File: config.mk
export PLATFORM = sky130hd
export DESIGN_NAME = imm_extend_stage
export DESIGN_NICKNAME = d
export VERILOG_FILES = /design/src/rtl/imm_extend_stage.sv
export SDC_FILE = /design/constraint.sdc
export NUM_CORES = 1
export LEC_CHECK = 0
export CORE_ASPECT_RATIO = 1.25
export CORE_MARGIN = 2
export CORE_UTILIZATION = 44
export DETAILED_ROUTE_END_ITERATION = 8
export DONT_BUFFER_PORTS = 1
export PLACE_DENSITY = 0.56
export SLEW_MARGIN = 20
export SYNTH_ARGS = -nofsm -noshare
export SYNTH_HDL_FRONTEND = slang
export SYNTH_SLANG_ARGS = --single-unit
File: constraint.sdc
create_clock -name clk -period 2.8 [get_ports clk]
set_input_delay 0.84 -clock clk [delete_from_list [all_inputs] [get_ports clk]]
set_output_delay 0.84 -clock clk [all_outputs]
set_load 0.02 [all_outputs]
File: src/rtl/imm_extend_stage.sv
// Immediate extender (zero/sign/upper/upper-signed) feeding a 2-entry skid FIFO toward EXE.
// Latency: 1 cycle, so an item pushed at edge N is head of out_imm right after edge N.
// Backpressure: in_ready is registered and drops when both entries are full; the head holds while out_ready=0.
// Optional IMM_TRUNC_FLAG_EN adds out_trunc, flagging upper-mode results that lost significant bits.
module imm_extend_stage #(
  parameter int IN_W     = 3,
  parameter int OUT_W    = 8,
  parameter int UP_SHIFT = 4
) (
  input  logic             clk,
  input  logic             rst_n,
  input  logic             in_valid,
  output logic             in_ready,
  input  logic [IN_W-1:0]  in_imm,
  input  logic [1:0]       in_mode,
  output logic             out_valid,
  input  logic             out_ready,
  output logic [OUT_W-1:0] out_imm
`ifdef IMM_TRUNC_FLAG_EN
  ,
  output logic             out_trunc
`endif
);

  // Reject parameter combinations the extender cannot represent.
  if (IN_W < 1 || IN_W > OUT_W || UP_SHIFT < 0 || UP_SHIFT >= OUT_W) begin : g_bad_params
    $error("imm_extend_stage: need 1 <= IN_W <= OUT_W and 0 <= UP_SHIFT < OUT_W");
  end

  localparam logic [1:0] MODE_ZERO  = 2'b00;
  localparam logic [1:0] MODE_SIGN  = 2'b01;
  localparam logic [1:0] MODE_UPPER = 2'b10;
  localparam logic [1:0] MODE_UPSGN = 2'b11;

  // Extension datapath: plain widenings of the raw field.
  logic [OUT_W-1:0] zext_w;
  logic [OUT_W-1:0] sext_w;
  logic [OUT_W-1:0] upper_z_w;
  logic [OUT_W-1:0] upper_s_w;
  logic [OUT_W-1:0] ext_d;

  assign zext_w = OUT_W'(in_imm);
  assign sext_w = OUT_W'($signed(in_imm));

`ifdef IMM_TRUNC_FLAG_EN
  // Shift into a double-width vector so the bits pushed past OUT_W stay visible.
  localparam int WIDE_W = 2 * OUT_W;
  logic [WIDE_W-1:0] zwide_w;
  logic [WIDE_W-1:0] swide_w;
  logic              trunc_d;

  assign zwide_w   = WIDE_W'(in_imm) << UP_SHIFT;
  assign swide_w   = WIDE_W'($signed(in_imm)) << UP_SHIFT;
  assign upper_z_w = zwide_w[OUT_W-1:0];
  assign upper_s_w = swide_w[OUT_W-1:0];

  // Truncation flag: upper loses any set bit; upper-signed loses any bit unlike the new MSB.
  always_comb begin
    trunc_d = 1'b0;
    case (in_mode)
      MODE_UPPER: trunc_d = |zwide_w[WIDE_W-1:OUT_W];
      MODE_UPSGN: trunc_d = (swide_w[WIDE_W-1:OUT_W] != {OUT_W{swide_w[OUT_W-1]}});
      default:    trunc_d = 1'b0;
    endcase
  end
`else
  assign upper_z_w = zext_w << UP_SHIFT;
  assign upper_s_w = sext_w << UP_SHIFT;
`endif

  // Mode select: the entry is stored already extended so the FIFO read side is a plain mux.
  always_comb begin
    ext_d = zext_w;
    case (in_mode)
      MODE_ZERO:  ext_d = zext_w;
      MODE_SIGN:  ext_d = sext_w;
      MODE_UPPER: ext_d = upper_z_w;
      MODE_UPSGN: ext_d = upper_s_w;
      default:    ext_d = zext_w;
    endcase
  end

  // FIFO state.
  logic [OUT_W-1:0] mem_q [2];
`ifdef IMM_TRUNC_FLAG_EN
  logic             trunc_mem_q [2];
`endif
  logic [1:0]       count_q;
  logic [1:0]       count_d;
  logic             rd_ptr_q;
  logic             wr_ptr_q;
  logic             in_ready_q;
  logic             push;
  logic             pop;

  assign push = in_valid && in_ready_q;
  assign pop  = out_valid && out_ready;

  // Occupancy next-state; push+pop at count 1 leaves it at 1 with the new item as head.
  always_comb begin
    count_d = count_q;
    case ({push, pop})
      2'b10:   count_d = count_q + 2'd1;
      2'b01:   count_d = count_q - 2'd1;
      default: count_d = count_q;
    endcase
  end

  // Storage, pointers and the registered ready; reset discards anything buffered.
  always_ff @(posedge clk) begin
    if (!rst_n) begin
      count_q    <= 2'd0;
      rd_ptr_q   <= 1'b0;
      wr_ptr_q   <= 1'b0;
      in_ready_q <= 1'b0;
      mem_q[0]   <= '0;
      mem_q[1]   <= '0;
`ifdef IMM_TRUNC_FLAG_EN
      trunc_mem_q[0] <= 1'b0;
      trunc_mem_q[1] <= 1'b0;
`endif
    end else begin
      count_q    <= count_d;
      in_ready_q <= (count_d != 2'd2);
      if (push) begin
        mem_q[wr_ptr_q] <= ext_d;
`ifdef IMM_TRUNC_FLAG_EN
        trunc_mem_q[wr_ptr_q] <= trunc_d;
`endif
        wr_ptr_q <= ~wr_ptr_q;
      end
      if (pop) begin
        rd_ptr_q <= ~rd_ptr_q;
      end
    end
  end

  assign in_ready  = in_ready_q;
  assign out_valid = (count_q != 2'd0);
  assign out_imm   = mem_q[rd_ptr_q];
`ifdef IMM_TRUNC_FLAG_EN
  assign out_trunc = trunc_mem_q[rd_ptr_q];
`endif

endmodule

* Word level (Yosys, flattened, before mapping)
Memories as Yosys holds them, arrays and structs flattened. A register that Yosys moved wholly into a read port is not among the register bits.
Index checks and enable logic that the tools add are counted.
** Storage, ports and cells
- Bits in registers :: 5
- Memory bits (writable) :: 16
- Bits of input ports :: 9
- Output and inout port bits :: 10
- Logic and storage cells :: 31
- Memories kept :: 1
** Operators by class
- Add/sub/neg operators :: 2
- Equality and inequality tests :: 6
- Multiplexer cells :: 11
- Bitwise logic cells :: 2
- Reductions and logical operators :: 5
** Memory list
- mem_q :: words 2, width 8, rd ports 1, clocked after Yosys merged registers in 1, write ports 2, line 84 : logic [OUT_W-1:0] mem_q [2];
** Operators by type and width (number)
- $pmux 8 s4 :: 1
- $mux 1 :: 8
- $mux 8 :: 1
- $reduce_or 8->1 :: 1
- $eq 2x2->1 const B :: 3
- $eq 2x1->1 const B :: 2
- $pmux 2 s2 :: 1
- $add 2x1->2 const B :: 1
- $logic_and 1x1->1 :: 2
- $logic_not 2->1 :: 1
- $ne 2x2->1 const B :: 1
- $not 1->1 :: 2
- $reduce_bool 2->1 :: 1
- $sub 2x1->2 const B :: 1

* Logic depth before layout (Yosys ltp)
- Word-level depth :: 6
- Depth in mapped cells :: 5

* Worst setup path before layout
Ideal clock, no wire load.
- Path kind :: input -> register
- From :: input port in_valid
- To :: memory mem_q[0][0] (enable)
- Library setup time :: 0.384 ns
- Arrival time :: 1.575 ns
- Required time :: 2.416 ns
- Path slack :: 0.841 ns
- Stages on the path :: 2
- Buffers on the path :: 0
- Cell sequence :: nand2_1 > o21ai_0
** RTL lines
- from (decl) :: line 12 : input logic in_valid,
- to (decl) :: line 84

==> impl_metrics.csv <==
group,metric,value,unit
clock_tree,cts.sinks,22,
detailed_routing,avgRoutedWirePerCell,12.84,µm
yosys,yosysUniqueCellTypes,26,
pwr,pwr_density_cell,672.4,mW/mm²
yosys,netlist_area,984.7,µm²
sta,finalSetupViolations,0,
detailed_routing,via_per_inst,4.885,
critical_path,worst_ep_required_time,1.96,ns
sta,report.final.slew_viol_count,0,
critical_path,worstReg2RegEnd,"in_ready$_SDFF_PN0_",
sta,fin_skew,0.002821,ns
yosys,synth-seq-area-share,60.99,%
global_route,grt_antenna_before_repair,0,
placed_design,gp_congestion,0.6811,
critical_path,crit_type,"flop to output port",
sta,fmax,0.4756,GHz
floorplan,num_rows,19,
yosys,ys.flop_type,"edfxtp_1",
clock_tree,cts_max_level,1,
critical_path,critPathMaxStageDelay,0.53,ns
critical_path,crit_family,"flip-flops",
yosys,synth_cells,81,
floorplan,core_area,0.002163,mm²
yosys,synth-edff-count,16,
placed_design,placement.io_buffers,0,
clock_tree,cts_resized,0,
critical_path,r2r_slack,1.16,ns
yosys,synth_warnings,0,
sta,finalHoldViolCount,0,
run_status,status,"completed",
critical_path,critPathMaxFanout,8,
detailed_routing,antenna_left,0,
clock_tree,clkTransAtPathRegs,0.11,ns
pwr,leakage,0.3719,nW
clock_tree,post-cts-setup-buffers,0,
finish,layout_common_cells,"16 x edfxtp_1, 14 x nor2_1, 8 x mux2_2",
critical_path,critPathSlowestCell,"dfxtp_1",
finish,diodes,0,
detailed_routing,num_vias,552,
finish,layout_commonest_cell,"edfxtp_1",
clock_tree,cts_buffer_depth,2,
critical_path,path_cells,"mux2_2",
sta,relSlewSlack,76.13,%
yosys,synth_seq_cells,22,
yosys,synth_area_per_cell,12.16,µm²
critical_path,crit_buf_inv,0,
global_route,grt_max_degree,12,
clock_tree,cts.root.buffer_cell,"clkbuf_4",
floorplan,initial_core_util,45.52,%
global_route,overflow,0,
sta,rsz0062_at_grt,"false",
sta,fin_crit_sh,75.09,%
min_path,min-delay-start,"count_q[1]$_SDFF_PN0_",
placed_design,dp_cells,110,
global_route,grt_pass1_vias,608,
placed_design,dp.final_hpwl,1.136,mm
pwr,ir_drop,0.3162,mV
finish,layout.cells.non_filler,113,
critical_path,crit_arrival,1.26,ns
finish,fin_nets,94,
critical_path,end_kind,"output port",
detailed_routing,drc,0,
min_path,min_to,"in_ready$_SDFF_PN0_",
clock_tree,clkLatencyLatePin,0.29,ns
detailed_routing,drtPass1Iterations,2,
finish,area_growth,5.591,%
floorplan,ios,19,
run,max_cap_viol_count,0,
floorplan,dieArea,0.002635,mm²
global_route,gr-usage-all-layers,13.85,%
min_path,whs_path_depth,1,
sta,worst_pin_slew,0.3571,ns
finish,layout-drive-gt1-share,18.29,%
critical_path,rr_worst_depth,5,
clock_tree,cts_tree,"yes",
clock_tree,cts_hold_buf,0,
yosys,synth-async-reset-ratio,0,%
detailed_routing,drt-initial-drc-count,9,
clock_tree,cts_buffers,3,
critical_path,startpoint_type,"flop",
yosys,synth_nets,91,
detailed_routing,wirelength,1.451,mm
sta,fin_setup_tns,0,ns
sta,fin_crit,2.103,ns
critical_path,r2r-start,"in_ready$_SDFF_PN0_",
floorplan,die_h,56.89,µm
min_path,hold_path_class,"flop to flop",
floorplan,dieWidth,46.31,µm
global_route,grt_first_pass_wirelength,2.642,mm
worst max path at each step:
stage | start | endpoint | slack (ns) | depth (start not counted)
5_1_grt | flop | out_imm[4] | 0.60 | 1
6_report | flop | out_imm[2] | 0.70 | 1
3_3_place_gp | out_ready | in_ready$_SDFF_PN0_ | 0.91 | 5
3_5_place_dp | out_ready | in_ready$_SDFF_PN0_ | 0.88 | 5
4_1_cts | flop | out_imm[4] | 0.66 | 1
2_1_floorplan | in_valid | mem_q[0][0]$_SDFFCE_PN0P_ | 0.84 | 2
layer usage:
metal	part of all wire (%)	track usage [%]
met1	41	15.80
met2	53	22.62
met3	5.4	4.502
met4	1.2	6.122
met5	0	0
report_power, final:
part           total (W)  internal (W)  switching, W
clock           0.000133     0.0000499     0.0000831
combinational   0.000151     0.0000655     0.0000852
sequential      0.000415      0.000384     0.0000317
kinds of logic (layout without fill, tap and decap cells):
| family | Yosys count | after routing | share of synthesized area, % |
|---|---|---|---|
| AND/OR/NAND/NOR | 33 | 33 | 18.30 |
| flip-flops | 22 | 22 | 60.99 |
| AO/OA/AOI/OAI | 10 | 10 | 5.845 |
| multiplexers | 8 | 8 | 9.149 |
| buffers and inverters | 4 | 5 | 1.778 |
| XOR/XNOR | 3 | 3 | 2.669 |
| adder cells (fa/ha/maj) | 1 | 1 | 1.270 |
registers in the layout, summed over array words and instances (netlist names), named ones only:
name and cells:
mem_q 16, in_ready 1, rd_ptr_q 1, wr_ptr_q 1
count_q 2
through the flow:
step	area (µm²)	hold WS, ns	worst slack, ns	util [%]	total power [W]
global placement	1017	0.4900	0.9112	47.02	0.0005749
detailed placement	1017	0.5033	0.8780	47.02	0.0005769
CTS	1040	0.5222	0.6602	48.06	0.0007078
global route	1040	0.5517	0.5971	48.06	0.0007385
floorplan	984.7	0.4584	0.8409	-	0.0005558
finish	1040	0.5166	0.6974	48.06	0.0006991
Yosys cell counts, drive strengths merged, types with 2 or more instances:
| cell | instances | share of area (%) |
|---|---|---|
| xnor2 | 3 | 2.7 |
| buf | 2 | 1.0 |
| nor3 | 2 | 1.0 |
| nor2 | 14 | 5.3 |
| nand2b | 4 | 2.5 |
| mux2 | 8 | 9.1 |
| dfxtp | 6 | 12 |
| nor2b | 2 | 1.3 |
| a21oi | 3 | 1.5 |
| o21ai | 4 | 2.0 |
| edfxtp | 16 | 49 |
| nand2 | 3 | 1.1 |
final cells by class:
cell class / count / area (µm²)
Inverter: 1 / 3.754
Multi-Input combinational cell: 55 / 366.6
Tap cell: 31 / 38.79
Timing Repair Buffer: 1 / 7.507
Fill cell: 207 / 1124
Clock buffer: 3 / 22.52
Sequential cell: 22 / 600.6
(Power assumes the default switching activity.)
